`config.mk`:
```
export PLATFORM = sky130hd
export DESIGN_NAME = frog_ctrl
export DESIGN_NICKNAME = d
export VERILOG_FILES = /design/src/rtl/frogger_pkg.sv /design/src/rtl/frog_ctrl_btn_edge.sv /design/src/rtl/frog_ctrl.sv
export SDC_FILE = /design/constraint.sdc
export NUM_CORES = 1
export LEC_CHECK = 0
export CORE_ASPECT_RATIO = 1.1
export CORE_MARGIN = 8
export CORE_UTILIZATION = 40
export CTS_BUF_LIST = sky130_fd_sc_hd__clkbuf_16
export CTS_CLUSTER_DIAMETER = 100
export DETAILED_ROUTE_END_ITERATION = 12
export GPL_TIMING_DRIVEN = 0
export HOLD_SLACK_MARGIN = 0.06
export PLACE_DENSITY = 0.68
export SYNTH_ARGS = -nofsm -noshare
export SYNTH_HDL_FRONTEND = slang
export SYNTH_SLANG_ARGS = --single-unit
```
`constraint.sdc`:
```
create_clock -name clk -period 2 [get_ports clk]
set_clock_uncertainty 0.05 [all_clocks]
set_input_delay 0.4 -clock clk [delete_from_list [all_inputs] [get_ports clk]]
set_output_delay 0.4 -clock clk [all_outputs]
set_load 0.01 [all_outputs]
```
`src/rtl/frogger_pkg.sv`:
```
`default_nettype none
// ============================================================================
//  Module      : frogger_pkg
//  Description : Shared types and screen constants for the frog controller
//                and its sub-blocks: facing encoding, controller state
//                encoding, and playfield geometry defaults.
//  Revision    : 1.0  initial release
// ============================================================================
package frogger_pkg;

    localparam int SCREEN_W  = 640;
    localparam int SCREEN_H  = 480;
    localparam int FROG_SIZE = 32;

    typedef enum logic [1:0] {
        FACE_UP    = 2'b00,
        FACE_DOWN  = 2'b01,
        FACE_LEFT  = 2'b10,
        FACE_RIGHT = 2'b11
    } face_t;

    typedef enum logic [1:0] {
        ST_IDLE = 2'd0,
        ST_HOP  = 2'd1,
        ST_DEAD = 2'd2
    } state_t;

endpackage
`default_nettype wire

```
`src/rtl/frog_ctrl_btn_edge.sv`:
```
`default_nettype none
// ============================================================================
//  Module      : btn_edge
//  Description : Registers the four debounced direction buttons and reports a
//                press on any rising edge. Simultaneous presses resolve by
//                priority up > down > left > right.
//  Ports       : clk, rst      - clock, asynchronous active-high reset
//                i_btn[3:0]    - {up, down, left, right} levels
//                o_press       - a rising edge was seen this clk
//                o_dir         - direction of the highest-priority edge
//  Revision    : 1.0  initial release
// ============================================================================
module btn_edge
    import frogger_pkg::*;
(
    input  logic       clk,
    input  logic       rst,
    input  logic [3:0] i_btn,
    output logic       o_press,
    output face_t      o_dir
);

    logic [3:0] r_prev;
    logic [3:0] w_rise;

    always_ff @(posedge clk or posedge rst) begin
        if (rst) begin
            r_prev <= 4'b0000;
        end else begin
            r_prev <= i_btn;
        end
    end

    assign w_rise = i_btn & ~r_prev;

    always_comb begin
        o_press = |w_rise;
        o_dir   = FACE_UP;
        if (w_rise[3]) begin
            o_dir = FACE_UP;
        end else if (w_rise[2]) begin
            o_dir = FACE_DOWN;
        end else if (w_rise[1]) begin
            o_dir = FACE_LEFT;
        end else if (w_rise[0]) begin
            o_dir = FACE_RIGHT;
        end
    end

endmodule
`default_nettype wire

```
`src/rtl/frog_ctrl.sv`:
```
`default_nettype none
// ============================================================================
//  Module      : frog_ctrl
//  Description : Per-frame movement controller for the player frog. Button
//                presses become multi-frame hops of STEP pixels; a collision
//                hit starts a death/respawn sequence. Position only changes on
//                frame_tick so the renderer never sees a torn position.
//  Ports       : clk, rst            - clock, asynchronous active-high reset
//                frame_tick          - one-clk pulse per frame
//                btn_up/down/left/right - debounced button levels
//                hit                 - collision level, sampled on frame_tick
//                frog_x, frog_y      - sprite top-left corner
//                facing              - 00 up, 01 down, 10 left, 11 right
//                hopping, dead       - state indicators
//                hop_done, fwd_done  - one-clk pulses at hop completion
//  Options     : FROG_HOP_QUEUE_EN - when defined, a press during a hop is
//                held and evaluated after the hop returns to idle.
//  Revision    : 1.0  initial release
// ============================================================================
module frog_ctrl #(
    parameter int SCREEN_W     = frogger_pkg::SCREEN_W,
    parameter int SCREEN_H     = frogger_pkg::SCREEN_H,
    parameter int FROG_SIZE    = frogger_pkg::FROG_SIZE,
    parameter int STEP         = 32,
    parameter int HOP_FRAMES   = 4,
    parameter int START_X      = 304,
    parameter int START_Y      = 448,
    parameter int DEATH_FRAMES = 60
) (
    input  logic       clk,
    input  logic       rst,
    input  logic       frame_tick,
    input  logic       btn_up,
    input  logic       btn_down,
    input  logic       btn_left,
    input  logic       btn_right,
    input  logic       hit,
    output logic [9:0] frog_x,
    output logic [9:0] frog_y,
    output logic [1:0] facing,
    output logic       hopping,
    output logic       dead,
    output logic       hop_done,
    output logic       fwd_done
);

    import frogger_pkg::*;

    localparam int c_HOP_W   = (HOP_FRAMES   > 1) ? $clog2(HOP_FRAMES)   : 1;
    localparam int c_DEATH_W = (DEATH_FRAMES > 1) ? $clog2(DEATH_FRAMES) : 1;

    localparam logic [9:0]           c_STEP_PX    = 10'(STEP / HOP_FRAMES);
    localparam logic [9:0]           c_START_X    = 10'(START_X);
    localparam logic [9:0]           c_START_Y    = 10'(START_Y);
    localparam logic [c_HOP_W-1:0]   c_HOP_ONE    = c_HOP_W'(1);
    localparam logic [c_HOP_W-1:0]   c_HOP_LAST   = c_HOP_W'(HOP_FRAMES - 1);
    localparam logic [c_DEATH_W-1:0] c_DEATH_ONE  = c_DEATH_W'(1);
    localparam logic [c_DEATH_W-1:0] c_DEATH_LAST = c_DEATH_W'(DEATH_FRAMES - 1);

    state_t               r_state;
    logic                 r_pend_vld;
    face_t                r_pend_dir;
    face_t                r_face;
    logic [9:0]           r_x;
    logic [9:0]           r_y;
    logic [c_HOP_W-1:0]   r_hop_cnt;
    logic [c_DEATH_W-1:0] r_death_cnt;
    logic                 r_hopping;
    logic                 r_dead;
    logic                 r_hop_done;
    logic                 r_fwd_done;

    logic                 w_press;
    face_t                w_dir;
    logic                 w_pend_wr;

    btn_edge u_btn_edge (
        .clk     (clk),
        .rst     (rst),
        .i_btn   ({btn_up, btn_down, btn_left, btn_right}),
        .o_press (w_press),
        .o_dir   (w_dir)
    );

    // The whole STEP target is checked up front; the per-frame partial steps
    // then stay inside the same range and cannot wrap.
    function automatic logic target_ok(input face_t d, input logic [9:0] x,
                                       input logic [9:0] y);
        logic ok;
        ok = 1'b0;
        case (d)
            FACE_UP:    ok = (int'(y) >= STEP);
            FACE_DOWN:  ok = (int'(y) + STEP <= SCREEN_H - FROG_SIZE);
            FACE_LEFT:  ok = (int'(x) >= STEP);
            FACE_RIGHT: ok = (int'(x) + STEP <= SCREEN_W - FROG_SIZE);
            default:    ok = 1'b0;
        endcase
        return ok;
    endfunction

    function automatic logic [9:0] step_x(input face_t d, input logic [9:0] x);
        logic [9:0] nx;
        nx = x;
        if (d == FACE_LEFT) begin
            nx = x - c_STEP_PX;
        end else if (d == FACE_RIGHT) begin
            nx = x + c_STEP_PX;
        end
        return nx;
    endfunction

    function automatic logic [9:0] step_y(input face_t d, input logic [9:0] y);
        logic [9:0] ny;
        ny = y;
        if (d == FACE_UP) begin
            ny = y - c_STEP_PX;
        end else if (d == FACE_DOWN) begin
            ny = y + c_STEP_PX;
        end
        return ny;
    endfunction

`ifdef FROG_HOP_QUEUE_EN
    assign w_pend_wr = w_press && ((r_state == ST_IDLE) || (r_state == ST_HOP));
`else
    assign w_pend_wr = w_press && (r_state == ST_IDLE);
`endif

    always_ff @(posedge clk or posedge rst) begin
        if (rst) begin
            r_state     <= ST_IDLE;
            r_pend_vld  <= 1'b0;
            r_pend_dir  <= FACE_UP;
            r_face      <= FACE_UP;
            r_x         <= c_START_X;
            r_y         <= c_START_Y;
            r_hop_cnt   <= '0;
            r_death_cnt <= '0;
            r_hopping   <= 1'b0;
            r_dead      <= 1'b0;
            r_hop_done  <= 1'b0;
            r_fwd_done  <= 1'b0;
        end else begin
            r_hop_done <= 1'b0;
            r_fwd_done <= 1'b0;

            case (r_state)
                ST_IDLE: begin
                    if (frame_tick) begin
                        if (hit) begin
                            r_state     <= ST_DEAD;
                            r_dead      <= 1'b1;
                            r_death_cnt <= '0;
                        end else if (r_pend_vld) begin
                            // A rejected hop still turns the frog.
                            r_face     <= r_pend_dir;
                            r_pend_vld <= 1'b0;
                            if (target_ok(r_pend_dir, r_x, r_y)) begin
                                r_x <= step_x(r_pend_dir, r_x);
                                r_y <= step_y(r_pend_dir, r_y);
                                if (HOP_FRAMES == 1) begin
                                    r_hop_done <= 1'b1;
                                    r_fwd_done <= (r_pend_dir == FACE_UP);
                                end else begin
                                    r_state   <= ST_HOP;
                                    r_hopping <= 1'b1;
                                    r_hop_cnt <= c_HOP_ONE;
                                end
                            end
                        end
                    end
                end

                ST_HOP: begin
                    if (frame_tick) begin
                        if (hit) begin
                            // Freeze at the partial position; no completion pulse.
                            r_state     <= ST_DEAD;
                            r_hopping   <= 1'b0;
                            r_dead      <= 1'b1;
                            r_death_cnt <= '0;
                        end else begin
                            r_x <= step_x(r_face, r_x);
                            r_y <= step_y(r_face, r_y);
                            if (r_hop_cnt == c_HOP_LAST) begin
                                r_state    <= ST_IDLE;
                                r_hopping  <= 1'b0;
                                r_hop_done <= 1'b1;
                                r_fwd_done <= (r_face == FACE_UP);
                            end else begin
                                r_hop_cnt <= r_hop_cnt + c_HOP_ONE;
                            end
                        end
                    end
                end

                ST_DEAD: begin
                    if (frame_tick) begin
                        if (r_death_cnt == c_DEATH_LAST) begin
                            r_state    <= ST_IDLE;
                            r_dead     <= 1'b0;
                            r_x        <= c_START_X;
                            r_y        <= c_START_Y;
                            r_face     <= FACE_UP;
                            r_pend_vld <= 1'b0;
                        end else begin
                            r_death_cnt <= r_death_cnt + c_DEATH_ONE;
                        end
                    end
                end

                default: begin
                    r_state   <= ST_IDLE;
                    r_hopping <= 1'b0;
                    r_dead    <= 1'b0;
                end
            endcase

            // A press on the same clk as a tick is kept for the next tick.
            if (w_pend_wr) begin
                r_pend_vld <= 1'b1;
                r_pend_dir <= w_dir;
            end
        end
    end

    assign frog_x   = r_x;
    assign frog_y   = r_y;
    assign facing   = r_face;
    assign hopping  = r_hopping;
    assign dead     = r_dead;
    assign hop_done = r_hop_done;
    assign fwd_done = r_fwd_done;

endmodule
`default_nettype wire

```
# Yosys cells after proc, flatten, opt, wreduce, memory -nomap -nowiden
# Index checks and enable logic that the tools add are counted.
# W data, S select, Z words.
# word_totals
regBits,43
inputBits,8
out_inout_bits,26
elab_cells,166
# op_classes
addsub,8
order_cmp,4
n_eq_ne,33
n_mux,85
bitwise_logic,3
n_reduce_logical,20
# ops
operator,count
$mux W10,24
$pmux W10 S3,2
$mux W2,21
$mux W1,26
$mux W6,4
$ne A3 B3 Y1 const B,8
$add A10 B6 Y11 const B,2
$reduce_and A11 Y1,2
$add A10 B4 Y10 const B,2
$ge A10 B6 Y1 const B,2
$sub A10 B4 Y10 const B,2
$ne A2 B2 Y1 const B,9
$reduce_and A7 Y1,2
$eq A2 B2 Y1 const B,6
$pmux W6 S2,1
$le A11 B10 Y1 const B,1
$le A11 B9 Y1 const B,1
$reduce_and A5 Y1,2
$pmux W2 S2,2
$reduce_and A8 Y1,1
$add A6 B1 Y6 const B,1
$eq A2 B1 Y1 const B,3
$eq A6 B6 Y1 const B,1
$logic_not A2 Y1,3
other kinds (18),25

# Depth between registers and ports, before layout
# Gate-level depths: netlist of the first run.
# logic_depth
depth_word,12
depth_mapped,10
depth_no_buf,8

# Hierarchy
# A second synthesis of the first run with hierarchy kept.
# unflattened
cells_unflattened,353
hier_area_um2,2951.6
# modules_own_cells
module,instances,cells_each,area_each_um2,seq_area_each_um2
frog_ctrl,1,337,2755.1,833.3
btn_edge,1,16,196.4,100.1

# Worst setup path before layout of the first run
# No wires, ideal clock.
# synth_timing
path_kind,register -> register
startpoint,reg r_y[6] (netlist: frog_y[6])
endpoint,reg r_y[5] (netlist: frog_y[5])
setup_time_ns,0.121
arrival_time_ns,1.899
required_time_ns,1.829
path_slack_ns,-0.070
path_stages_with_launch,8
n_path_buf,0
synth_period_minus_slack_ns,2.070
cell_sequence,dfstp_2 inv_1 ha_1 nand3_1 o2111ai_1 a221oi_4 o221ai_1 a22o_1
# synth_between
elab_chain_len,9
elab_cells_between_ends,10
cone_classes,1 x add/sub; 2 x order compare; 1 x eq/ne; 5 x mux; 1 x reduce/logical
# synth_rtl
element,line,source
from (decl),frog_ctrl.sv:65,logic [9:0] r_y;
from (signal assigned),frog_ctrl.sv:136,r_y <= c_START_Y;
from (signal assigned),frog_ctrl.sv:160,"r_y <= step_y(r_pend_dir, r_y);"
from (signal assigned),frog_ctrl.sv:184,"r_y <= step_y(r_face, r_y);"
$add A10 B6 Y11,frog_ctrl.sv:93,FACE_DOWN: ok = (int'(y) + STEP <= SCREEN_H - FROG_SIZE);
$le A11 B9 Y1,frog_ctrl.sv:93,
$pmux W1 S4 *,frog_ctrl.sv:91,case (d)
$mux W1 *,frog_ctrl.sv:154,end else if (r_pend_vld) begin
$mux W1 *,frog_ctrl.sv:150,if (hit) begin
$mux W1 *,frog_ctrl.sv:149,if (frame_tick) begin
$mux W1 *,frog_ctrl.sv:147,case (r_state)
$ne A2 B1 Y1 (no line) *,-,
$reduce_and A11 Y1 (no line) *,-,
# Every way passes the cells marked *; elsewhere a longest branch is shown, timed or not. The select of a mux whose other input is x is not followed.
# A chain may end at the register's enable or synchronous reset.

# Final worst setup path of the first run
# layout_timing
startpoint,reg r_y[6] (netlist: frog_y[6])
endpoint,reg r_state[1]
# layout_between
elab_chain_len,9
elab_cells_between_ends,10
cone_classes,1 x add/sub; 2 x order compare; 1 x eq/ne; 5 x mux; 1 x reduce/logical
# layout_rtl
element,line,source
$add A10 B6 Y11,frog_ctrl.sv:93,
$le A11 B9 Y1,frog_ctrl.sv:93,
$pmux W1 S4 *,frog_ctrl.sv:91,
$mux W1 *,frog_ctrl.sv:154,
$mux W1 *,frog_ctrl.sv:150,
$mux W1 *,frog_ctrl.sv:149,
$mux W1 *,frog_ctrl.sv:147,
$ne A3 B2 Y1 (no line) *,-,
$reduce_and A7 Y1 (no line) *,-,
to (signal assigned),frog_ctrl.sv:151,r_state <= ST_DEAD;
to (signal assigned),frog_ctrl.sv:165,r_state <= ST_HOP;
to (signal assigned),frog_ctrl.sv:178,r_state <= ST_DEAD;
to (decl),frog_ctrl.sv:60,state_t r_state;
# Marked as above.

==> results of run 1 <==
-- layout make-up --
class | count | area share, %
buffer | 18 | 3.958
clock buffer | 5 | 3.218
sequential | 37 | 24.13
clock inverter | 3 | 1.062
timing repair buffer | 59 | 13.42
inverter | 20 | 2.124
tap | 85 | 2.735
multi-input combinational | 259 | 49.36
-- kinds of logic after synthesis --
kind of cell	count (synthesis)
mux	5
buf+inv	43
compound gates	119
other cells	1
xor+xnor	7
simple gates	107
fa+ha+maj	15
flops	37
-- worst register-to-register path: cells and delay by family (launching register included) --
family,cells,cell delay [ns]
buffers and inverters,1,0.14
AOI/OAI and AO/OA,5,0.98
DFF,1,0.64
adders and majority gates,1,0.20
-- routing by layer --
metal	GRT usage (%)	vias to the layer above	routed length, µm
met5	0	-	0
met4	6.601	0	191
met3	3.105	15	459
met2	26.79	96	4198
met1	19.30	1387	3355
li1	-	1349	-
-- final timing paths --
path                            cells past startpoint                         end
worst max-delay path                                7      r_state[1]$_DFFE_PP0P_
worst min-delay path                                1         hopping$_DFFE_PP0P_
worst max register to register                      7      r_state[1]$_DFFE_PP0P_
worst min register to register                      1         hopping$_DFFE_PP0P_
max in group asynchronous                           2  r_death_cnt[3]$_DFFE_PP0P_
min in group asynchronous                           2       frog_x[9]$_DFFE_PP0P_
-- registers in the layout, indices dropped and copies added, names as in the netlist --
| name | cells |
|---|---|
| dead | 1 |
| r_death_cnt | 6 |
| u_btn_edge.r_prev | 4 |
| frog_y | 7 |
| r_pend_vld | 1 |
| r_state | 2 |
| r_hop_cnt | 2 |
| r_pend_dir | 2 |
| hop_done | 1 |
| hopping | 1 |
| frog_x | 7 |
| fwd_done | 1 |
| facing | 2 |
-- through the flow --
stage                     total power [mW]  instance area (µm²)
after floorplan                      3.842                 2879
after global placement               4.810                 3256
after detailed placement             4.883                 3256
after CTS                            6.323                 3672
after global routing                 7.341                 3889
final                                6.895                 3889
-- synthesized netlist by cell type, types with 4 or more instances --
library cell  number  area, µm²
nor2_1            34      127.6
dfrtp_1           31      775.7
nand2_1           31      116.4
a21oi_1           23      115.1
o21ai_0           22      110.1
inv_1             19      71.32
ha_1              15      187.7
nand3_1           11      55.05
clkbuf_1           9      33.78
nor2b_1            9      56.30
nor3_1             8      40.04
buf_4              7      52.55
a31oi_1            6      37.54
dfstp_2            6      157.7
o22ai_1            6      37.54
a22o_1             5      43.79
buf_2              5      25.02
nand2b_1           5      31.28
o31ai_1            5      37.54
a22oi_1            4      30.03
xor2_1             4      35.03
-- timing repair --
action | 4_1_cts | 5_1_grt
buffers inserted | 17 | 13
cloned | 1 | 1
endpoints found under the setup margin | 27 | 28
resized for setup | 39 | 46
pin swaps | 10 | 14
-- power by group --
group | internal [mW] | switching [mW]
Sequential | 1.05 | 0.388
Clock | 0.584 | 0.326
Combinational | 2.14 | 2.41
==> results.txt, run 1 <==
----------------------------------------------------
[Setup path]
  Worst setup SP type ... register
  Worst R2R Setup Slack ... -0.13 ns
  WP data arrival ... 2.25 ns
  Required time reported for the critical path endpoint ... 2.12 ns
  Bufs and invs on worst path ... 1
  Critical path's top delay family ... compound AO/OA/AOI/OAI gates
  Largest incremental delay on the critical path ... 0.64 ns
  Cell-by-cell listing of the critical path ... ha_4 > a41o_1 > o211ai_1 > a21o_1 > buf_4 > a21bo_4 > a31o_2
  Crit path from ... frog_y[6]$_DFFE_PP1P_
  Slowest cell on the critical path ... dfstp_2
  FF-to-FF Start ... frog_y[6]$_DFFE_PP1P_
  Kind of end point of the critical path ... register
  Peak fanout along the critical path ... 8
  Worst Path Class, Setup ... reg -> reg

[Yosys]
  Sequential-to-total area share from yosys stat ... 33.20%
  Warnings, synthesis ... 0
  Predominant post-synthesis flop cell ... dfrtp_1
  Number of storage elements in the synthesis netlist ... 37
  Cell area after technology mapping ... 2811 µm²
  Synth Area in Compound Gates ... 31.55%
  Synthesized area divided by synthesized cell count ... 8.418 µm²
  Unique cell type count in the Yosys netlist ... 62
  Proportion of synthesized area in mux cells ... 1.869%
  Basic-gate share of the synthesized area counting and, or, nand and nor cells ... 17.22%
  Ys async rst share ... 100.0%
  Adder-cell area share of the yosys netlist ... 6.676%
  Share of the synthesized netlist area taken by xor and xnor gates ... 2.181%
  Number of enable-type register cells in the synthesized netlist ... 0
  Syn Inst Count ... 334
  Dominant combinational cell family by area after synthesis ... compound AO/OA/AOI/OAI gates

[Timing]
  Number of failing hold endpoints at the final stage ... 0
  Number of slew-limit violations in the final report ... 0
  Final critical-path required period ... 2.134 ns
  Max_slew headroom ... 47.79%
  WHS ... 0.4686 ns
  Setup repair after global routing missed its margin ... yes
  Post-route worst setup slack ... -0.1341 ns
  Period utilization ... 106.7%
  Finish-stage setup viols ... 14
  Total negative slack for setup checks ... -0.7006 ns
  Fmax achieved ... 468.6 MHz
  Slew of the pin with the lowest slew margin ... 0.7831 ns

[CTS]
  Number of buffers added by the clock tree synthesis step ... 5
  CTS hold repair buffers ... 0
  Master cell of the clock root buffer ... clkbuf_16
  Number of H-tree levels ... 2
  Clock insertion delay at the later pin of the skew report ... 0.29 ns
  Clk pin slew, worst setup/hold paths ... 0.06 ns
  TritonCTS Sinks ... 37
  Number of buffers on the longest clock path ... 2
  TritonCTS clock tree ... built

[Power and ir drop]
  Worst-case vdd ir drop ... 0.0008670 V
  Cell leakage power ... 1.659 nW
  Power per Cell Area ... 1773 nW/µm²

[Drt]
  Total Wirelength ... 8205 µm
  1st-pass router iterations ... 5
  Routed Antenna Nets ... 0
  Iter 0 DRT Violations ... 248
  WL/cell ... 16.88 µm
  Vias per inst ... 5.858
  Post-route DRC violation count ... 0
  Vias post-DR ... 2847

[Finish]
  Area used by sequential logic in the layout ... 938.4 µm²
  Layout-stage area growth over the synthesis result ... 38.32%
  Post-route core utilization ... 56.14%
  Combined area of the multi-input logic cells ... 1919 µm²
  Leading cell type in the layout, fill and taps excluded ... buf_4
  Count of nets after finishing ... 423
  Number of inserted diodes ... 0
  Leading cell types in the layout, fill and taps excluded ... buf_4, nand2_1, nor2_1, dfrtp_1, clkdlybuf4s50_1
  Number of inserted filler cells in the final layout ... 605
  Fin cells ... 486
  Ratio of cells with drive above 1 in the final layout ... 30.92%

[Worst hold path]
  Launch point of the worst hold path ... hopping$_DFFE_PP0P_
  Type of the most critical hold path ... reg -> reg

[Floorplan]
  Die width ... 95.94 µm
  I/O Pins ... 34
  Total die area ... 9971 µm²
  Core region area ... 6927 µm²
  Number of cell rows ... 32
  Die outline height ... 103.9 µm
  Effective utilization at floorplan ... 40.59%

[Flow run]
  Number of maximum-capacitance constraint violations ... 0

[Global route]
  Number of antenna violations at the first check in global routing ... 0
  Tot GR Track Use ... 16.04%
  Total congestion overflow after global routing ... 0
  Global-route wire length before repair ... 13130 µm
  Vias in the first global route ... 2756
  Largest net degree at the start of global routing ... 38

[Place]
  Post-DP HPWL ... 5424 µm
  RePlAce Congestion ... 0.8903
  Setup slack after placement ... -0.6179 ns
  Buffers on Ports ... 27
  Post-Place Cells ... 451

[Run status]
  Violations in the final reports ... setup timing
  Outcome ... complete, but fails checks

----------------------------------------------------
No activity file was read; power rests on OpenSTA's default activity.
==> inputs of run 2 (changes only) <==
Settings changed: PLACE_DENSITY 0.68 to 0.64.
==> run 2 against run 1 <==
The flow still finishes with violations (setup timing). Count of clock-buffer cells in the layout did not move. Power rose by 0.71%. Wire length fell by 1.3%. Clock power rose by 14%. Critical endpoint is now r_hop_cnt[0]$_DFFE_PP0P_. Register-to-register slack got worse by 0.03 ns. Utilization rose by 0.090 points. Critical path depth did not move. Maximum frequency fell by 1.3%. First-iteration DRC count rose by 19%. Final cell count fell by 0.62%. Sequential share of layout area barely moved. Die area did not move.
==> results.txt, run 2 (synthesis gave the netlist of run 1 again) <==
----------------------------------------------------
[CTS]
  Number of buffers added by the clock tree synthesis step ... 5 (unchanged)
  TritonCTS Sinks ... 37 (unchanged)
  Clock insertion delay at the later pin of the skew report ... 0.29 ns (about the same)
  Number of H-tree levels ... 2 (unchanged)
  Number of buffers on the longest clock path ... 2 (unchanged)
  Master cell of the clock root buffer ... clkbuf_16
  TritonCTS clock tree ... built
  Clk pin slew, worst setup/hold paths ... 0.06 ns (about the same)

[Setup path]
  Depth of the most critical reg-to-reg path ... 7 (unchanged)
  End of the worst register-to-register path ... r_hop_cnt[0]$_DFFE_PP0P_
  WP data arrival ... 2.28 ns (+0.03 ns)
  Worst R2R Setup Slack ... -0.16 ns (-0.03 ns)
  Peak fanout along the critical path ... 6 (-2)
  Required time reported for the critical path endpoint ... 2.12 ns (about the same)
  Worst Path Class, Setup ... reg -> reg
  Worst setup SP type ... register
  FF-to-FF Start ... frog_y[6]$_DFFE_PP1P_
  Kind of end point of the critical path ... register

[Global route]
  Most Used Layer, Global Route ... met2
  Total congestion overflow after global routing ... 0 (unchanged)
  Largest net degree at the start of global routing ... 38 (unchanged)
  Number of antenna violations at the first check in global routing ... 0 (unchanged)
  Tot GR Track Use ... 16.53% (+0.48 points)
  GR met2 Demand/Resource ... 26.84% (+0.049 points)
  Met3 capacity usage during global routing ... 3.321% (+0.22 points)
  Met1 Track Usage GR ... 21.00% (+1.7 points)
  Vias in the first global route ... 2722 (-1.2%)
  Global-route wire length before repair ... 13320 µm (+1.5%)

[Power and ir drop]
  Part of the power in combinational logic ... 64.5% (-1.5 points)
  Cell internal power dissipation ... 3.854 mW (+2.1%)
  Power per Cell Area ... 1783 nW/µm² (+0.55%)
  Final total power ... 6.944 mW (+0.71%)
  Worst-case vdd ir drop ... 0.0008778 V (+1.3%)
  Switching part of the total ... 44.49% (-0.75 points)
  Clk pwr share ... 14.9% (+1.7 points)
  NetSw ... 3.089 mW (-0.96%)
  Cell leakage power ... 1.648 nW (-0.66%)
  Sequential share of power ... 20.6% (-0.2 points)

[Floorplan]
  Core region area ... 6927 µm² (unchanged)
  Total die area ... 9971 µm² (unchanged)
  Die outline height ... 103.9 µm (unchanged)
  Number of cell rows ... 32 (unchanged)
  Effective utilization at floorplan ... 40.59% (unchanged)
  I/O Pins ... 34 (unchanged)
  Die width ... 95.94 µm (unchanged)

[Timing]
  Period utilization ... 108.1% (+1.4 points)
  Max_slew headroom ... 47.42% (-0.37 points)
  Number of slew-limit violations in the final report ... 0 (unchanged)
  Post-route worst setup slack ... -0.1629 ns (-0.02877 ns)
  Setup repair after global routing missed its margin ... yes
  Fmax achieved ... 462.4 MHz (-1.3%)
  Slew of the pin with the lowest slew margin ... 0.7875 ns (+0.004355 ns)
  Number of failing hold endpoints at the final stage ... 0 (unchanged)
  Finish-stage setup viols ... 10 (-4)
  Final critical-path required period ... 2.163 ns (+0.02877 ns)

[Drt]
  Vias per inst ... 5.762 (-1.6%)
  Iter 0 DRT Violations ... 296 (+19%)
  Vias post-DR ... 2783 (-2.2%)
  WL/cell ... 16.76 µm (-0.73%)
  1st-pass router iterations ... 4 (-1)
  Total Wirelength ... 8095 µm (-1.3%)
  Post-route DRC violation count ... 0 (unchanged)
  Routed Antenna Nets ... 0 (unchanged)

[Finish]
  Fin cells ... 483 (-0.62%)
  Number of inserted diodes ... 0 (unchanged)
  Leading cell types in the layout, fill and taps excluded ... buf_4, nor2_1, nand2_1, dfrtp_1, clkdlybuf4s50_1
  Count of nets after finishing ... 420 (-0.71%)
  Cell area after layout ... 3895 µm² (+0.16%)
  Leading cell type in the layout, fill and taps excluded ... buf_4
  Post-route core utilization ... 56.23% (+0.090 points)
  Ratio of cells with drive above 1 in the final layout ... 31.16% (+0.23 points)
  Layout-stage area growth over the synthesis result ... 38.54%

[Run status]
  Violations in the final reports ... setup timing
  Outcome ... complete, but fails checks

[Place]
  Buffers on Ports ... 27 (unchanged)
  Post-Place Cells ... 451 (unchanged)
  RePlAce Congestion ... 0.9123 (+2.5%)
  Post-DP HPWL ... 5516 µm (+1.7%)
  Placement-stage cell area ... 3256 µm² (unchanged)

[Worst hold path]
  Type of the most critical hold path ... reg -> reg
  Launch point of the worst hold path ... hopping$_DFFE_PP0P_
  Worst hold path depth ... 1 (unchanged)
  Worst hold endpoint ... hopping$_DFFE_PP0P_

[Flow run]
  Number of maximum-capacitance constraint violations ... 0 (unchanged)

----------------------------------------------------
[run 2: final cells by class]
class | instances | area (µm²)
timing repair buffer | 56 | 494.2
clock inverter | 3 | 65.06
inverter | 20 | 81.33
fill | 614 | 3032
multi-input combinational | 259 | 1917
tap | 85 | 106.4
buffer | 18 | 165.2
clock buffer | 5 | 125.1
sequential | 37 | 940.9
[run 2: timing repair]
action,CTS,global route
hold buffers,0,0
cloned,1,0
buffers inserted,16,12
setup endpoints to repair,27,28
pin swaps,14,12
resized for setup,47,39
[run 2: metal layers]
layer  vias up  routed length, µm  share of wire, %
met3        14                426               5.3
met1      1360               3525                44
met2        76               3989                49
li1       1333                  -                 -
met5         -                  0                 0
met4         0                153               1.9
[run 2: critical path, stage by stage (launching register included)]
cell	delay [ns]
dfstp_2	0.61
ha_4	0.17
xor2_1	0.19
nand3_2	0.12
o211ai_1	0.19
a21o_1	0.22
a31o_4	0.19
mux2_4	0.29
[run 2: metrics by stage]
stage,worst slack [ns],hold WS (ns),setup TNS (ns)
floorplan,0.0002437,0.3814,0
global placement,-0.6286,0.4384,-16.44
detailed placement,-0.6396,0.4456,-11.14
CTS,-0.09022,0.4682,-0.4560
global route,-0.2395,0.4895,-1.775
finish,-0.1629,0.4554,-0.7530
[run 2: worst max path at each step]
stage | from | endpoint
after global placement | frame_tick | frog_y[5]$_DFFE_PP0P_
after CTS | frog_y[6]$_DFFE_PP1P_ | frog_y[9]$_DFFE_PP0P_
final | frog_y[6]$_DFFE_PP1P_ | r_hop_cnt[0]$_DFFE_PP0P_
after detailed placement | frame_tick | frog_y[9]$_DFFE_PP0P_
after floorplan | frog_y[6]$_DFFE_PP1P_ | r_hop_cnt[0]$_DFFE_PP0P_
after global routing | frog_y[6]$_DFFE_PP1P_ | r_hop_cnt[0]$_DFFE_PP0P_
[run 2: power by group through the flow]
stage | registers (mW) | logic, mW | clock network, mW
after floorplan | 1.36 | 2.48 | 0
after global placement | 1.35 | 3.49 | 0
after detailed placement | 1.36 | 3.53 | 0
after CTS | 1.39 | 3.96 | 1.05
after global routing | 1.48 | 4.85 | 1.08
final | 1.43 | 4.48 | 1.04
==> inputs of run 3 (changes only) <==
Settings changed: HOLD_SLACK_MARGIN 0.06 to 0.03, TNS_END_PERCENT set to 100.
==> results of run 3 <==
Final layout, timing and power as in run 2 (identical DEF).
